File: src/rtl/rom_burst_arbiter_pkg.sv
// Shared constants, FSM encoding and burst-length helper for the ROM burst arbiter.
// Latency: n/a (declarations only).
// Backpressure: n/a.
package rom_burst_arbiter_pkg;

    localparam int ADDR_W  = 5;
    localparam int DATA_W  = 8;
    localparam int NUM_REQ = 2;

    typedef enum logic [1:0] {
        IDLE = 2'd0,
        READ = 2'd1,
        LAST = 2'd2
    } state_t;

    // Number of words in a burst for a given length code (code 0 = 1 word, 31 = 32 words).
    function automatic logic [ADDR_W:0] burst_len(input logic [ADDR_W-1:0] code);
        return {1'b0, code} + (ADDR_W+1)'(1);
    endfunction

endpackage

File: src/rtl/rom_burst_arbiter_rr_arbiter2.sv
// Two-way round-robin winner select with a priority pointer register.
// Latency: winner is combinational; pointer updates on the edge where iUpdEn is high.
// Backpressure: none; the caller decides when a grant is taken and when to advance.
module rr_arbiter2 (
    input  logic       iClk,
    input  logic       iRst_n,
    input  logic [1:0] iReq,
    input  logic       iUpdEn,
    input  logic       iServed,
    output logic       oWinner
);

    logic r_ptr;

    // Pointer requester wins if it is asking, otherwise the other one.
    always_comb begin
        oWinner = r_ptr;
        if (!iReq[r_ptr]) begin
            oWinner = ~r_ptr;
        end
    end

    // After a burst completes, the requester that was not served gets priority.
    always_ff @(posedge iClk or negedge iRst_n) begin
        if (!iRst_n) begin
            r_ptr <= 1'b0;
        end else if (iUpdEn) begin
            r_ptr <= ~iServed;
        end
    end

endmodule

File: src/rtl/rom_burst_arbiter.sv
// Shares a synchronous-read 32x8 ROM between two burst requesters, round-robin.
// Latency: request sampled at E0, first oValid in the cycle after E1, one word per cycle.
// Backpressure: none on the data side; requesters hold iReq/iAddr/iLen until oGnt.
module rom_burst_arbiter
    import rom_burst_arbiter_pkg::*;
(
    input  logic              iClk,
    input  logic              iRst_n,
    input  logic [1:0]        iReq,
    input  logic [ADDR_W-1:0] iAddr0,
    input  logic [ADDR_W-1:0] iLen0,
    input  logic [ADDR_W-1:0] iAddr1,
    input  logic [ADDR_W-1:0] iLen1,
    output logic [1:0]        oGnt,
    output logic [ADDR_W-1:0] oRomAddr,
    input  logic [DATA_W-1:0] iRomData,
    output logic [DATA_W-1:0] oData,
    output logic              oValid,
    output logic [1:0]        oDone
);

    state_t            r_state;
    state_t            w_state_nxt;
    logic [1:0]        r_gnt;
    logic [1:0]        w_gnt_nxt;
    logic [ADDR_W-1:0] r_addr;
    logic [ADDR_W-1:0] w_addr_nxt;
    logic [ADDR_W-1:0] r_cnt;
    logic [ADDR_W-1:0] w_cnt_nxt;
    logic              r_valid;
    logic              w_valid_nxt;
    logic [1:0]        r_done;
    logic [1:0]        w_done_nxt;
    logic              w_ptr_upd;
    logic              w_win;

    rr_arbiter2 u_arb (
        .iClk    (iClk),
        .iRst_n  (iRst_n),
        .iReq    (iReq),
        .iUpdEn  (w_ptr_upd),
        .iServed (r_gnt[1]),
        .oWinner (w_win)
    );

    // State register.
    always_ff @(posedge iClk or negedge iRst_n) begin
        if (!iRst_n) begin
            r_state <= IDLE;
        end else begin
            r_state <= w_state_nxt;
        end
    end

    // Next state and next register values. READ always spends at least one edge
    // (even for a 1-word burst) so the ROM's one-cycle read latency lines up with oValid;
    // on the cnt==0 edge the last address is already out, so the address is held.
    always_comb begin
        w_state_nxt = r_state;
        w_gnt_nxt   = r_gnt;
        w_addr_nxt  = r_addr;
        w_cnt_nxt   = r_cnt;
        w_valid_nxt = 1'b0;
        w_done_nxt  = 2'b00;
        w_ptr_upd   = 1'b0;
        unique case (r_state)
            IDLE: begin
                w_gnt_nxt = 2'b00;
                if (|iReq) begin
                    w_gnt_nxt   = w_win ? 2'b10 : 2'b01;
                    w_addr_nxt  = w_win ? iAddr1 : iAddr0;
                    w_cnt_nxt   = w_win ? iLen1 : iLen0;
                    w_state_nxt = READ;
                end
            end
            READ: begin
                w_valid_nxt = 1'b1;
                if (r_cnt == '0) begin
                    w_done_nxt  = r_gnt;
                    w_state_nxt = LAST;
                end else begin
                    w_addr_nxt = r_addr + ADDR_W'(1);
                    w_cnt_nxt  = r_cnt - ADDR_W'(1);
                end
            end
            LAST: begin
                w_gnt_nxt   = 2'b00;
                w_ptr_upd   = 1'b1;
                w_state_nxt = IDLE;
            end
            default: begin
                w_gnt_nxt   = 2'b00;
                w_state_nxt = IDLE;
            end
        endcase
    end

    // Datapath registers: grant, ROM address, remaining count, valid and done strobes.
    always_ff @(posedge iClk or negedge iRst_n) begin
        if (!iRst_n) begin
            r_gnt   <= 2'b00;
            r_addr  <= '0;
            r_cnt   <= '0;
            r_valid <= 1'b0;
            r_done  <= 2'b00;
        end else begin
            r_gnt   <= w_gnt_nxt;
            r_addr  <= w_addr_nxt;
            r_cnt   <= w_cnt_nxt;
            r_valid <= w_valid_nxt;
            r_done  <= w_done_nxt;
        end
    end

    assign oGnt     = r_gnt;
    assign oRomAddr = r_addr;
    assign oValid   = r_valid;
    assign oDone    = r_done;
    assign oData    = iRomData;

endmodule

File: config.mk
export PLATFORM = sky130hd
export DESIGN_NAME = rom_burst_arbiter
export DESIGN_NICKNAME = d
export VERILOG_FILES = /design/src/rtl/rom_burst_arbiter_pkg.sv /design/src/rtl/rom_burst_arbiter_rr_arbiter2.sv /design/src/rtl/rom_burst_arbiter.sv
export SDC_FILE = /design/constraint.sdc
export NUM_CORES = 1
export LEC_CHECK = 0
export CAP_MARGIN = 5
export CORE_MARGIN = 2
export CORE_UTILIZATION = 30
export CTS_CLUSTER_DIAMETER = 80
export DETAILED_ROUTE_END_ITERATION = 16
export GPL_ROUTABILITY_DRIVEN = 0
export GPL_TIMING_DRIVEN = 0
export HOLD_SLACK_MARGIN = 0.15
export PLACE_DENSITY = 0.66
export SLEW_MARGIN = 20
export SYNTH_ARGS = -nofsm -noshare
export SYNTH_HDL_FRONTEND = slang
export SYNTH_HIERARCHICAL = 1
export SYNTH_SLANG_ARGS = --single-unit
File: constraint.sdc
create_clock -name iClk -period 2.35 [get_ports iClk]
set_input_delay 0.47 -clock iClk [delete_from_list [all_inputs] [get_ports iClk]]
set_output_delay 0.47 -clock iClk [all_outputs]
set_load 0.1 [all_outputs]
==> metrics.txt, run 1 <==
outcome=complete, no violations; H-tree depth=1; most common cell after layout, fill and taps aside=clkdlybuf4s50_1; Post-Syn Area=0.00104 mm²; Chip Height=63.0 µm; Final Skew=1.50 ps; Top delay family on crit path=buffers and inverters; Worst Setup SP=oGnt[0]; pwr dens=roughly 1400 mW/mm²; yosys warns=6; Compound-Gate Fraction of Synth Area=0.139; most frequent cells in the layout=35 x clkdlybuf4s50_1, 18 x dfrtp_1, 14 x nor2_1; crit path max fanout=2; hold-fix buffers at CTS=0; RR Startpoint=r_cnt[0]; Final Max Slew Viols=0; CP Buf/Inv Count=1; Mean Syn Cell Area=9.67 µm²; Worst-Skew Late Latency=290 ps; Fill cells=340; Die Span X=63.0 µm; vias in the first global route=approximately 960; total iterations of the first detailed-routing run=4; CP Capture Type=output pin; Core Box Area=~0.0033 mm²; largest net degree at the start of global routing=19; min-delay worst type=register to register; CP Capture Point=oGnt[0]; Net count, final=around 190; dpl cell area=0.00151 mm²; TritonCTS Buffers=3; sequential area share after synthesis=0.431; Synth Area in Simple Gates=0.183; critical path's largest stage delay=1140 ps; root buffer cell=clkbuf_4; # diodes=0; first-pass GRT wire length=around 4300 µm; TritonCTS clock tree=built; remaining global-route overflow=0; initial antenna violation count=0; main combinational cell family by area after synthesis=simple AND/OR/NAND/NOR gates; overall routed net length=2600 µm; share of layout cells above drive strength 1=0.150; # DRC=0; Setup TNS Final=0 ps; main area contributors after synthesis=dfrtp_1 43%, mux2i_1 5.7%, buf_4 5.7%; Yosys top cell by area=dfrtp_1; WP data arrival=~1800 ps; Post-Syn Nets=approximately 140; minimum clock period=between 2000 and 2500 ps; slowest stage cell, crit path=clkdlybuf4s50_1; max_cap viols=0; post-synth cell types=30; Avg Vias per Cell=4.93; finished layout cell area=0.00156 mm²; Lkg Pwr=0.693 nW; DPL Wire Length=1980 µm; register bit total from synthesis=18; starting DRC count in detailed routing=27; vias=981; Worst R2R Setup Slack=350 ps; mux share of post-synthesis cell area=0.111; crit path kind=register to output pin; # port buffers=a little over 40; Post-Synth Adder-Cell Area=0.0240; cell breakdown of the critical path=clkdlybuf4s50_1; FF-to-FF End=r_cnt[3]; f_max=0.442 GHz; Starting Density=0.313; Synth top area share=0.431; critical path depth=1; Mapped Cells=~110; WL per Instance=13.1 µm; maximum clock path buffer count=2; unrepaired setup endpoints after global routing=false; Total GRT Usage=0.139; clk sinks=18; final number of hold-violating endpoints=0; Worst EP required=1880 ps; DIE AREA=0.00397 mm²; Core Rows=21; final period utilization=0.962; XOR/XNOR share of the synthesized area=0.0168; Reg clk slew, reported paths=100 ps; Peak VDD IR=roughly 540 µV; Ports=50; max_slew headroom=0.349; Finish-stage setup viols=0; Worst R2R Path Depth=7; Layout area overhead=49.0%; Final ANT Viol Nets=0; CP startpoint kind=register; slew at the pin closest to its max-slew limit=slightly below 1000 ps
==> synth_stat cells (all sizes together) <==
master,instances
mux2,5
or4b,1
a32o,2
nand2,6
mux2i,6
a41oi,1
xnor2,2
nor3,6
a21oi,3
and3,2
buf,10
ha,2
a22o,2
clkbuf,2
or2,1
nor4b,1
a221oi,2
nand2b,1
nor2b,2
nor2,14
o22ai,5
inv,4
nand3,4
a211oi,1
and2,1
dfrtp,18
o21ai,4
==> registers in the layout, indices dropped and copies added, names as in the netlist <==
| signal | cells |
|---|---|
| oDone | 2 |
| r_state | 2 |
| u_arb/r_ptr | 1 |
| oGnt | 2 |
| r_cnt | 5 |
| oRomAddr | 5 |
| oValid | 1 |
==> power breakdown <==
part | switching [mW] | leakage [nW] | internal (mW)
Combinational | 0.930 | 0.455 | 0.443
Clock | 0.0953 | 0.0210 | 0.0944
Sequential | 0.128 | 0.216 | 0.445
==> final cells by class <==
type | count | area, µm² | area share
inverters | 4 | 15.0 | 0.00965
clock buffers | 4 | 36.3 | 0.0233
flip-flops and latches | 18 | 450 | 0.289
well taps | 46 | 57.6 | 0.0370
plain buffers | 12 | 83.8 | 0.0539
repair buffers | 41 | 418 | 0.268
multi-input cells | 74 | 495 | 0.318
==> how the worst min path moves through the flow <==
stage	startpoint	to	depth (start not counted)	slack [ps]
floorplan	iRst_n	oDone[0]	0	170
global placement	oGnt[0]	oGnt[0]	2	490
detailed placement	oGnt[0]	oGnt[0]	2	510
CTS	oGnt[1]	u_arb/r_ptr	1	530
global route	oGnt[1]	u_arb/r_ptr	1	540
finish	oGnt[0]	oGnt[0]	2	520
==> per-stage QoR <==
stage,util,instances,power [mW],hold WS [ps],worst slack [ps]
4_1_cts,0.463,199,2.15,529,6.21
5_1_grt,0.466,199,2.28,544,23.3
3_3_place_gp,0.453,195,1.93,487,138
3_5_place_dp,0.453,195,1.98,508,110
2_1_floorplan,-,108,1.63,174,523
6_report,0.466,199,2.14,517,90.0
==> kinds of logic (layout without fill, tap and decap cells) <==
| family | Yosys count | count (layout) |
|---|---|---|
| multiplexers | 11 | 11 |
| adder cells (fa/ha/maj) | 2 | 2 |
| buffers and inverters | 16 | 61 |
| flip-flops | 18 | 18 |
| XOR/XNOR | 2 | 2 |
| AO/OA/AOI/OAI | 20 | 20 |
| AND/OR/NAND/NOR | 39 | 39 |
==> layer usage <==
layer,vias to the layer above,GRT usage,part of all wire
li1,469,-,-
met1,460,0.159,0.40
met5,-,0,0
met3,2,0.0468,0.083
met2,50,0.250,0.51
met4,0,0.0250,0.0042
==> what timing repair did <==
item                       CTS  global route
resized for setup            2             4
setup buffers                0             0
setup endpoints to repair    2             4
cloned                       0             0
Power figures use the tool's default switching activity.
==> run 2: changes to the inputs <==
- CTS_CLUSTER_DIAMETER: 80 -> unset
==> results of run 2 <==
Same layout as run 1: the final DEF is identical, and so are final timing and power.
